==> src/rtl/rcv_pkg.sv <==
// Shared types and constants for the UART receive controller.
// Holds the FSM state encoding and the data-size clamp rule.
package rcv_pkg;

  typedef enum logic [2:0] {
    IDLE,
    START,
    SAMPLE,
    CHECK,
    LOAD
  } rcv_state_t;

  localparam logic [3:0] RCV_MIN_DATA_SIZE = 4'd5;
  localparam logic [3:0] RCV_MAX_DATA_SIZE = 4'd8;

  // Out-of-range frame sizes fall back to the widest supported frame.
  function automatic logic [3:0] rcv_clamp_size(input logic [3:0] size);
    if ((size >= RCV_MIN_DATA_SIZE) && (size <= RCV_MAX_DATA_SIZE)) begin
      return size;
    end
    return RCV_MAX_DATA_SIZE;
  endfunction

endpackage

==> src/rtl/rcv_bit_timer.sv <==
// Clear-able bit timer that counts 0..CLKS_PER_BIT-1 and wraps.
// wrap marks the last cycle of a bit period, i.e. the strobe point.
module rcv_bit_timer #(
  parameter int CLKS_PER_BIT = 10,
  parameter int TW           = $clog2(CLKS_PER_BIT)
) (
  input  logic          clk,
  input  logic          rst,
  input  logic          clear,
  input  logic          enable,
  output logic [TW-1:0] count,
  output logic          wrap
);

  localparam logic [TW-1:0] LAST = TW'(CLKS_PER_BIT - 1);

  assign wrap = enable && (count == LAST);

  // NOTE: sequential state uses non-blocking assignments so every flop samples pre-edge values.
  always_ff @(posedge clk or posedge rst) begin
    if (rst) begin
      count <= '0;
    end else if (clear) begin
      count <= '0;
    end else if (enable) begin
      count <= wrap ? '0 : count + TW'(1);
    end
  end

endmodule

==> src/rtl/rcv_ctrl.sv <==
// UART receive controller: synchronizes serial_in, sequences sr_9bit and flags frames.
// Optional start-bit glitch filter is compiled in with RCV_START_FILTER_EN.
module rcv_ctrl
  import rcv_pkg::*;
#(
  parameter int CLKS_PER_BIT = 10,
  parameter int SYNC_STAGES  = 2
) (
  input  logic       clk,
  input  logic       rst,
  input  logic       serial_in,
  input  logic [3:0] data_size,
  input  logic       stop_bit,
  input  logic       data_read,
  output logic       shift_strobe,
  output logic       sr_serial,
  output logic       load_buffer,
  output logic       data_ready,
  output logic       framing_error,
  output logic       overrun_error,
  output logic       rx_busy
);

  localparam int TW = $clog2(CLKS_PER_BIT);
  localparam logic [TW-1:0] HALF_LAST = TW'(CLKS_PER_BIT / 2 - 1);

  rcv_state_t state, state_next;

  logic [SYNC_STAGES-1:0] sync;
  logic                   prev_serial;
  logic                   start_det;
  logic                   timer_clear;
  logic                   timer_en;
  logic                   timer_wrap;
  logic [TW-1:0]          timer_count;
  logic [3:0]             size_q;
  logic [3:0]             bit_cnt;

  // Synchronizer idles high so reset never looks like a start edge.
  always_ff @(posedge clk or posedge rst) begin
    if (rst) begin
      sync        <= '1;
      prev_serial <= 1'b1;
    end else begin
      sync        <= {sync[SYNC_STAGES-2:0], serial_in};
      prev_serial <= sync[SYNC_STAGES-1];
    end
  end

  assign sr_serial = sync[SYNC_STAGES-1];
  assign start_det = (state == IDLE) && prev_serial && !sr_serial;
  assign rx_busy   = (state != IDLE);

  rcv_bit_timer #(
    .CLKS_PER_BIT(CLKS_PER_BIT),
    .TW          (TW)
  ) u_bit_timer (
    .clk   (clk),
    .rst   (rst),
    .clear (timer_clear),
    .enable(timer_en),
    .count (timer_count),
    .wrap  (timer_wrap)
  );

  always_ff @(posedge clk or posedge rst) begin
    if (rst) begin
      state <= IDLE;
    end else begin
      state <= state_next;
    end
  end

  // NOTE: every always_comb output gets a default first, so no path can infer a latch.
  always_comb begin
    state_next   = state;
    timer_clear  = 1'b0;
    timer_en     = 1'b0;
    shift_strobe = 1'b0;
    load_buffer  = 1'b0;
    case (state)
      IDLE: begin
        if (start_det) begin
          state_next  = START;
          timer_clear = 1'b1;
        end
      end
      START: begin
        timer_en = 1'b1;
        if (timer_count == HALF_LAST) begin
          timer_clear = 1'b1;
`ifdef RCV_START_FILTER_EN
          state_next  = sr_serial ? IDLE : SAMPLE;
`else
          state_next  = SAMPLE;
`endif
        end
      end
      SAMPLE: begin
        timer_en = 1'b1;
        if (timer_wrap) begin
          shift_strobe = 1'b1;
          // bit_cnt counts earlier strobes, so equality marks the stop-bit strobe.
          if (bit_cnt == size_q) begin
            state_next = CHECK;
          end
        end
      end
      CHECK: begin
        state_next = stop_bit ? LOAD : IDLE;
      end
      LOAD: begin
        load_buffer = 1'b1;
        state_next  = IDLE;
      end
      default: begin
        state_next = IDLE;
      end
    endcase
  end

  always_ff @(posedge clk or posedge rst) begin
    if (rst) begin
      size_q        <= RCV_MAX_DATA_SIZE;
      bit_cnt       <= '0;
      framing_error <= 1'b0;
    end else begin
      if (start_det) begin
        size_q        <= rcv_clamp_size(data_size);
        bit_cnt       <= '0;
        framing_error <= 1'b0;
      end else begin
        if (shift_strobe) begin
          bit_cnt <= bit_cnt + 4'd1;
        end
        if ((state == CHECK) && !stop_bit) begin
          framing_error <= 1'b1;
        end
      end
    end
  end

  // A read in the same cycle as LOAD consumes the old frame, so no overrun.
  always_ff @(posedge clk or posedge rst) begin
    if (rst) begin
      data_ready    <= 1'b0;
      overrun_error <= 1'b0;
    end else if (load_buffer) begin
      data_ready <= 1'b1;
      if (data_ready && !data_read) begin
        overrun_error <= 1'b1;
      end else if (data_read) begin
        overrun_error <= 1'b0;
      end
    end else if (data_read && data_ready) begin
      data_ready    <= 1'b0;
      overrun_error <= 1'b0;
    end
  end

endmodule

==> config.mk <==
export PLATFORM = sky130hd
export DESIGN_NAME = rcv_ctrl
export DESIGN_NICKNAME = d
export VERILOG_FILES = /design/src/rtl/rcv_pkg.sv /design/src/rtl/rcv_bit_timer.sv /design/src/rtl/rcv_ctrl.sv
export SDC_FILE = /design/constraint.sdc
export NUM_CORES = 1
export LEC_CHECK = 0
export ABC_AREA = 1
export CAP_MARGIN = 20
export CORE_UTILIZATION = 55
export DETAILED_ROUTE_END_ITERATION = 10
export GPL_TIMING_DRIVEN = 0
export PLACE_DENSITY = 0.8
export REMOVE_ABC_BUFFERS = 1
export SLEW_MARGIN = 20
export SYNTH_ARGS = -nofsm -noshare
export SYNTH_HDL_FRONTEND = slang
export SYNTH_HIERARCHICAL = 1
export SYNTH_SLANG_ARGS = --single-unit
export TNS_END_PERCENT = 20
==> constraint.sdc <==
create_clock -name clk -period 3.1 [get_ports clk]
set_input_delay 0.465 -clock clk [delete_from_list [all_inputs] [get_ports clk]]
set_output_delay 0.465 -clock clk [all_outputs]
set_load 0.03 [all_outputs]
== Word-level counts from Yosys, hierarchy flattened ==
Index checks and enable logic that the tools add are counted.
Cells by class
  magnitude comparators: 2
  add/sub/neg operators: 2
  multipliers: 0
  bitwise operators: 0
  divide/modulo/power cells: 0
  reduce and logical (&&, ||, !) cells: 19
  mux-type cells: 29
  equality and inequality tests: 12
  shift-type cells: 0
Operators by type and width (count)
  two-way mux 4 bit: 7
  two-way mux 1 bit: 15
  two-way mux 3 bit: 5
  case mux 3 bit (4 select lines): 1
  adder 4 x 1 -> 4 bit (second input constant): 2
  nonzero test 2 bit: 4
  logical AND 1 bit: 7
  equality test 3 x 2 -> 1 bit (second input constant): 2
  != test 2 bit (second input constant): 3
  equality test 4 x 3 -> 1 bit (second input constant): 1
  equality test 4 bit: 1
  equality test 4 bit (second input constant): 1
  >= comparator 4 x 3 -> 1 bit (second input constant): 1
  less-or-equal comparator 4 bit (second input constant): 1
  AND reduction 4 bit: 1
  equality test 3 x 1 -> 1 bit (second input constant): 1
  equality test 3 bit (second input constant): 1
  logical NOT 1 bit: 3
  logical NOT 3 bit: 1
  != test 3 x 2 -> 1 bit (second input constant): 1
  nonzero test 3 bit: 1
  != test 2 x 1 -> 1 bit (second input constant): 1
  case mux 1 bit (2 select lines): 1
  AND reduction 2 bit: 1
  OR reduction 2 bit: 1
Storage, ports and cells
  output and inout bits: 7
  memory bits (writable): 0
  logic and storage cells: 73
  bits in latches: 0
  memory bits (read-only): 0
  bits of input ports: 9
  memories: 0
  register bits after elaboration: 21

== Longest topological paths before layout ==
  depth after elaboration: 8
  gate-level depth with buffers: 12
  mapped depth without buffers: 12

== Hierarchy ==
The synthesis kept the hierarchy.
Modules (own cells, without submodules)
  rcv_ctrl: cells each 115, area each 903.4 µm², seq. area each 430.4 µm², instances 1
  rcv_bit_timer: cells each 39, area each 275.3 µm², seq. area each 100.1 µm², instances 1

== Worst setup path after synthesis ==
OpenSTA, ideal clock, no wires.
  kind: flip-flop to output port
  start point: register state[0]
  end point: output port shift_strobe
  slack: 1280 ps
  arrival time: 1355 ps
  data required time: 2635 ps
  path buffers: 0
  stages on the path, launching flop included: 8
  cells stage by stage: dfrtp_1 -> nor2_4 -> nand2_4 -> nand2_1 -> nand2_1 -> nor2_4 -> inv_1 -> nor2_8
On the way
  cells in the longest elaborated chain, start to end: 6
  elaborated cells between the ends (all ways): 7
  those cells by class: eq/ne: 2; mux: 3; reduce/logical: 2
RTL lines
  from (decl): RTL line rcv_ctrl.sv:27  | rcv_state_t state, state_next;
  from (signal assigned): RTL line rcv_ctrl.sv:70  | state <= state_next;
  equality test 3 x 2 -> 1 bit / equality test 3 x 1 -> 1 bit (equally long branches): RTL line rcv_ctrl.sv:81  | case (state)
  OR reduction 2 bit (no source line) (*)
  two-way mux 1 bit (*): RTL line rcv_ctrl.sv:81
  named net timer_en: RTL line rcv_ctrl.sv:33  | logic timer_en;
  logical AND 1 bit (*): RTL line rcv_bit_timer.sv:17  | assign wrap = enable && (count == LAST);
  named net timer_wrap: RTL line rcv_ctrl.sv:34  | logic timer_wrap;
  two-way mux 1 bit (*): RTL line rcv_ctrl.sv:101  | if (timer_wrap) begin
  two-way mux 1 bit (*): RTL line rcv_ctrl.sv:81
  to (decl): RTL line rcv_ctrl.sv:15  | output logic shift_strobe,
Mark *: on every way through the listed nets, which the timed path passes. The rest lies on a longest branch.

== Final worst setup path ==
  start point: register state[1]
  end point: output port shift_strobe
The elaborated chain is that of the path after synthesis.

==> flow_summary_export.csv <==
group,metric,value,unit
clock_network,cts_resized,0,
global_route,antenna_found_initial,0,
cells_and_area,mostFrequentLayoutCells,"nand2_1, inv_1, dfrtp_1, clkdlybuf4s50_1, nor2_1",
logic_synthesis,syn_area,1179,µm²
timing,tns,0,ps
timing,fin_crit_sh,0.9483,
global_route,gr-total-overflow,0,
timing,final_max_slew_viol_count,0,
timing,finalHoldViolations,0,
die,row_count,16,
timing,fin_crit,2940,ps
placed_design,hpwl,1757,µm
placed_design,place_congestion,0.7347,
die,dieHeight,48.29,µm
cells_and_area,syn_to_final_growth,17.94,%
timing,relSlewSlack,0.5577,
clock_network,cts_root_buffer,"clkbuf_4",
global_route,use_met3,0.03333,
clock_network,numCtsBuffers,3,
die,pin_count,16,
logic_synthesis,synth_compound_area_frac,0.06794,
critical_path,cp_slowest_cell,"clkdlybuf4s50_1",
logic_synthesis,yosysWarnings,6,
logic_synthesis,avgSynthCellArea,7.653,µm²
route,drt-initial-drc-count,26,
global_route,grt_max_degree,18,
logic_synthesis,synth_mux_area_frac,0,
route,drt_pre_antenna_iters,4,
critical_path,critPathKind,"flop to primary output",
route,route.detailed.drc,0,
critical_path,endpoint_kind,"primary output",
worst_hold_path,hp-class,"input port to async pin",
die,coreArea,1982,µm²
logic_synthesis,synthXorXnorAreaFrac,0,
run,cap_violations,0,
clock_network,htreeDepth,1,
cells_and_area,instances_no_fill,200,
route,vias,968,
route,wl_per_cell,11.01,µm
die,die_w,48.29,µm
power,peakVddDrop,0.5051,mV
outcome,status,"complete, no violations",
timing,worst_pin_slew,662.7,ps
placed_design,port_buffers,15,
logic_synthesis,ys_ff_latch,21,
timing,setup_viol,0,
clock_network,worstSkewPairLatency,310,ps
clock_network,clock_sinks,21,
global_route,grt-busiest-layer,"met2",
power,p_leak,0.7110,nW
cells_and_area,antennaDiodeCount,0,
global_route,grt_use_met2,0.4080,
logic_synthesis,synthAdderAreaFrac,0.03185,
die,die_area,2332,µm²
critical_path,reg2regPathDepth,12,
critical_path,path_max_fanout,6,
timing,grt_setup_unrepaired,"false",
critical_path,cp.depth,8,
clock_network,cts.path.max_buffers,2,
critical_path,crit_chain,"inv_1, nand3_2, nand2_1, nand2_1, nor2_4, inv_1, nor2_8, clkdlybuf4s50_1",
logic_synthesis,synth_top_family_by_area,"simple AND/OR/NAND/NOR gates",
critical_path,critPathLaunchType,"flop",
clock_network,cts_setup_buffers,0,
route,antenna_left,0,
timing,fmax,0.3402,GHz
power,power_density,820.2,nW/µm²
logic_synthesis,synth_simple_gate_area_frac,0.3450,
global_route,grt_usage,0.2148,
critical_path,slowest_delay,680,ps
critical_path,crit_arrival,2470,ps
die,start_util,0.5947,
critical_path,critPathBufInv,3,
logic_synthesis,ys_seq_area_frac,0.4501,
clock_network,cts_tree,"built",
placed_design,postPlaceCellArea,1363,µm²
route,vias_per_cell,4.840,
route,totalWireLength,2201,µm
global_route,grt_util_met1,0.2354,
cells_and_area,final_common_cell,"nand2_1",
global_route,grt_pass1_vias,865,
critical_path,worst_ep_required_time,2630,ps
global_route,grt_first_pass_wirelength,3401,µm
clock_network,clkTransAtPathRegs,120,ps
timing,fin_skew,1.958,ps
logic_synthesis,synthCells,154,
logic_synthesis,ys_types,21,
cells_and_area,finish.instance_area,1390,µm²
clock_network,cts_hold_buf,0,
critical_path,cpLargestDelayFamily,"buffers and inverters",
placed_design,dp_cells,196,
cells_and_area,layout-drive-gt1-share,0.1272,
cells_and_area,final_nets,186,
power breakdown:
group	internal [mW]	total [mW]	switching, mW
Sequential	0.360	0.448	0.0873
Clock	0.0483	0.137	0.0883
Combinational	0.209	0.556	0.347
Total	0.617	1.14	0.523
synthesized netlist by cell type:
| library cell | n | area [µm²] |
|---|---|---|
| nand3_2 | 1 | 10.01 |
| o21ai_1 | 3 | 15.01 |
| nand2_4 | 1 | 11.26 |
| nor2_8 | 1 | 20.02 |
| inv_2 | 2 | 7.510 |
| nor2_2 | 2 | 12.51 |
| nor2_1 | 12 | 45.04 |
| nand2_1 | 44 | 165.2 |
| nand2_2 | 2 | 12.51 |
| o21a_1 | 1 | 7.510 |
| dfrtp_1 | 17 | 425.4 |
| o21ai_0 | 9 | 45.04 |
| nand4_1 | 3 | 18.77 |
| nor3_1 | 2 | 10.01 |
| nor2_4 | 5 | 56.30 |
| a21oi_1 | 1 | 5.000 |
| ha_1 | 3 | 37.54 |
| inv_1 | 31 | 116.4 |
| o31ai_1 | 1 | 7.510 |
| dfstp_2 | 4 | 105.1 |
| nand3_1 | 9 | 45.04 |
state kept, by name, summed over array words and instances (netlist names):
register           count
u_bit_timer/count      4
framing_error          1
prev_serial            1
sync                   2
size_q                 4
bit_cnt                4
overrun_error          1
data_ready             1
state                  3
routing by layer:
layer  share of wire  up-vias  routed length, µm
met1            0.42      447                918
met3           0.015        4                 34
met4           0.014        0                 31
li1                -      509                  -
met2            0.55        8               1216
met5               0        -                  0
metrics by stage:
| stage | utilization | setup slack (ps) | hold slack [ps] | total power, mW |
|---|---|---|---|---|
| after CTS | 0.7014 | 150.6 | 335.6 | 1.150 |
| after detailed placement | 0.6875 | 508.5 | 349.6 | 1.013 |
| after global routing | 0.7014 | 40.29 | 369.2 | 1.236 |
| after floorplan | - | 1280 | 231.1 | 0.8610 |
| after global placement | 0.6875 | 553.9 | 345.8 | 0.9797 |
| final | 0.7014 | 160.3 | 338.2 | 1.140 |
worst reg2reg max path, cell delays in order, from the launching register on:
cell,delay (ps)
dfrtp_1,480
inv_1,150
nand3_2,120
nand2_1,160
nand2_1,130
nor2_4,160
inv_1,120
nand3_1,110
nand2_1,90
nor2_4,100
nand2_1,60
nand2_1,50
nand2_1,50
path summary, 6_finish.rpt:
path	start	to	slack, ps
max	state[1]	shift_strobe	160
min	rst	u_bit_timer/count[1]	340
max reg2reg	state[1]	state[1]	1240
min reg2reg	sync[0]	sync[1]	370
max in group asynchronous	rst	state[0]	2130
min in group clk	sync[0]	sync[1]	370
cell families after synthesis:
| family | Yosys count |
|---|---|
| compound gates | 15 |
| fa+ha+maj | 3 |
| buf+inv | 33 |
| flops | 21 |
| simple gates | 82 |
cell type report:
| class | count | area, µm² |
|---|---|---|
| fill | 146 | 591.8 |
| sequential | 21 | 530.5 |
| multi-input combinational | 100 | 524.3 |
| timing repair buffer | 15 | 150.1 |
| inverter | 33 | 123.9 |
| tap | 27 | 33.78 |
| clock buffer | 3 | 22.52 |
| clock inverter | 1 | 5.005 |
(Power assumes the default switching activity.)
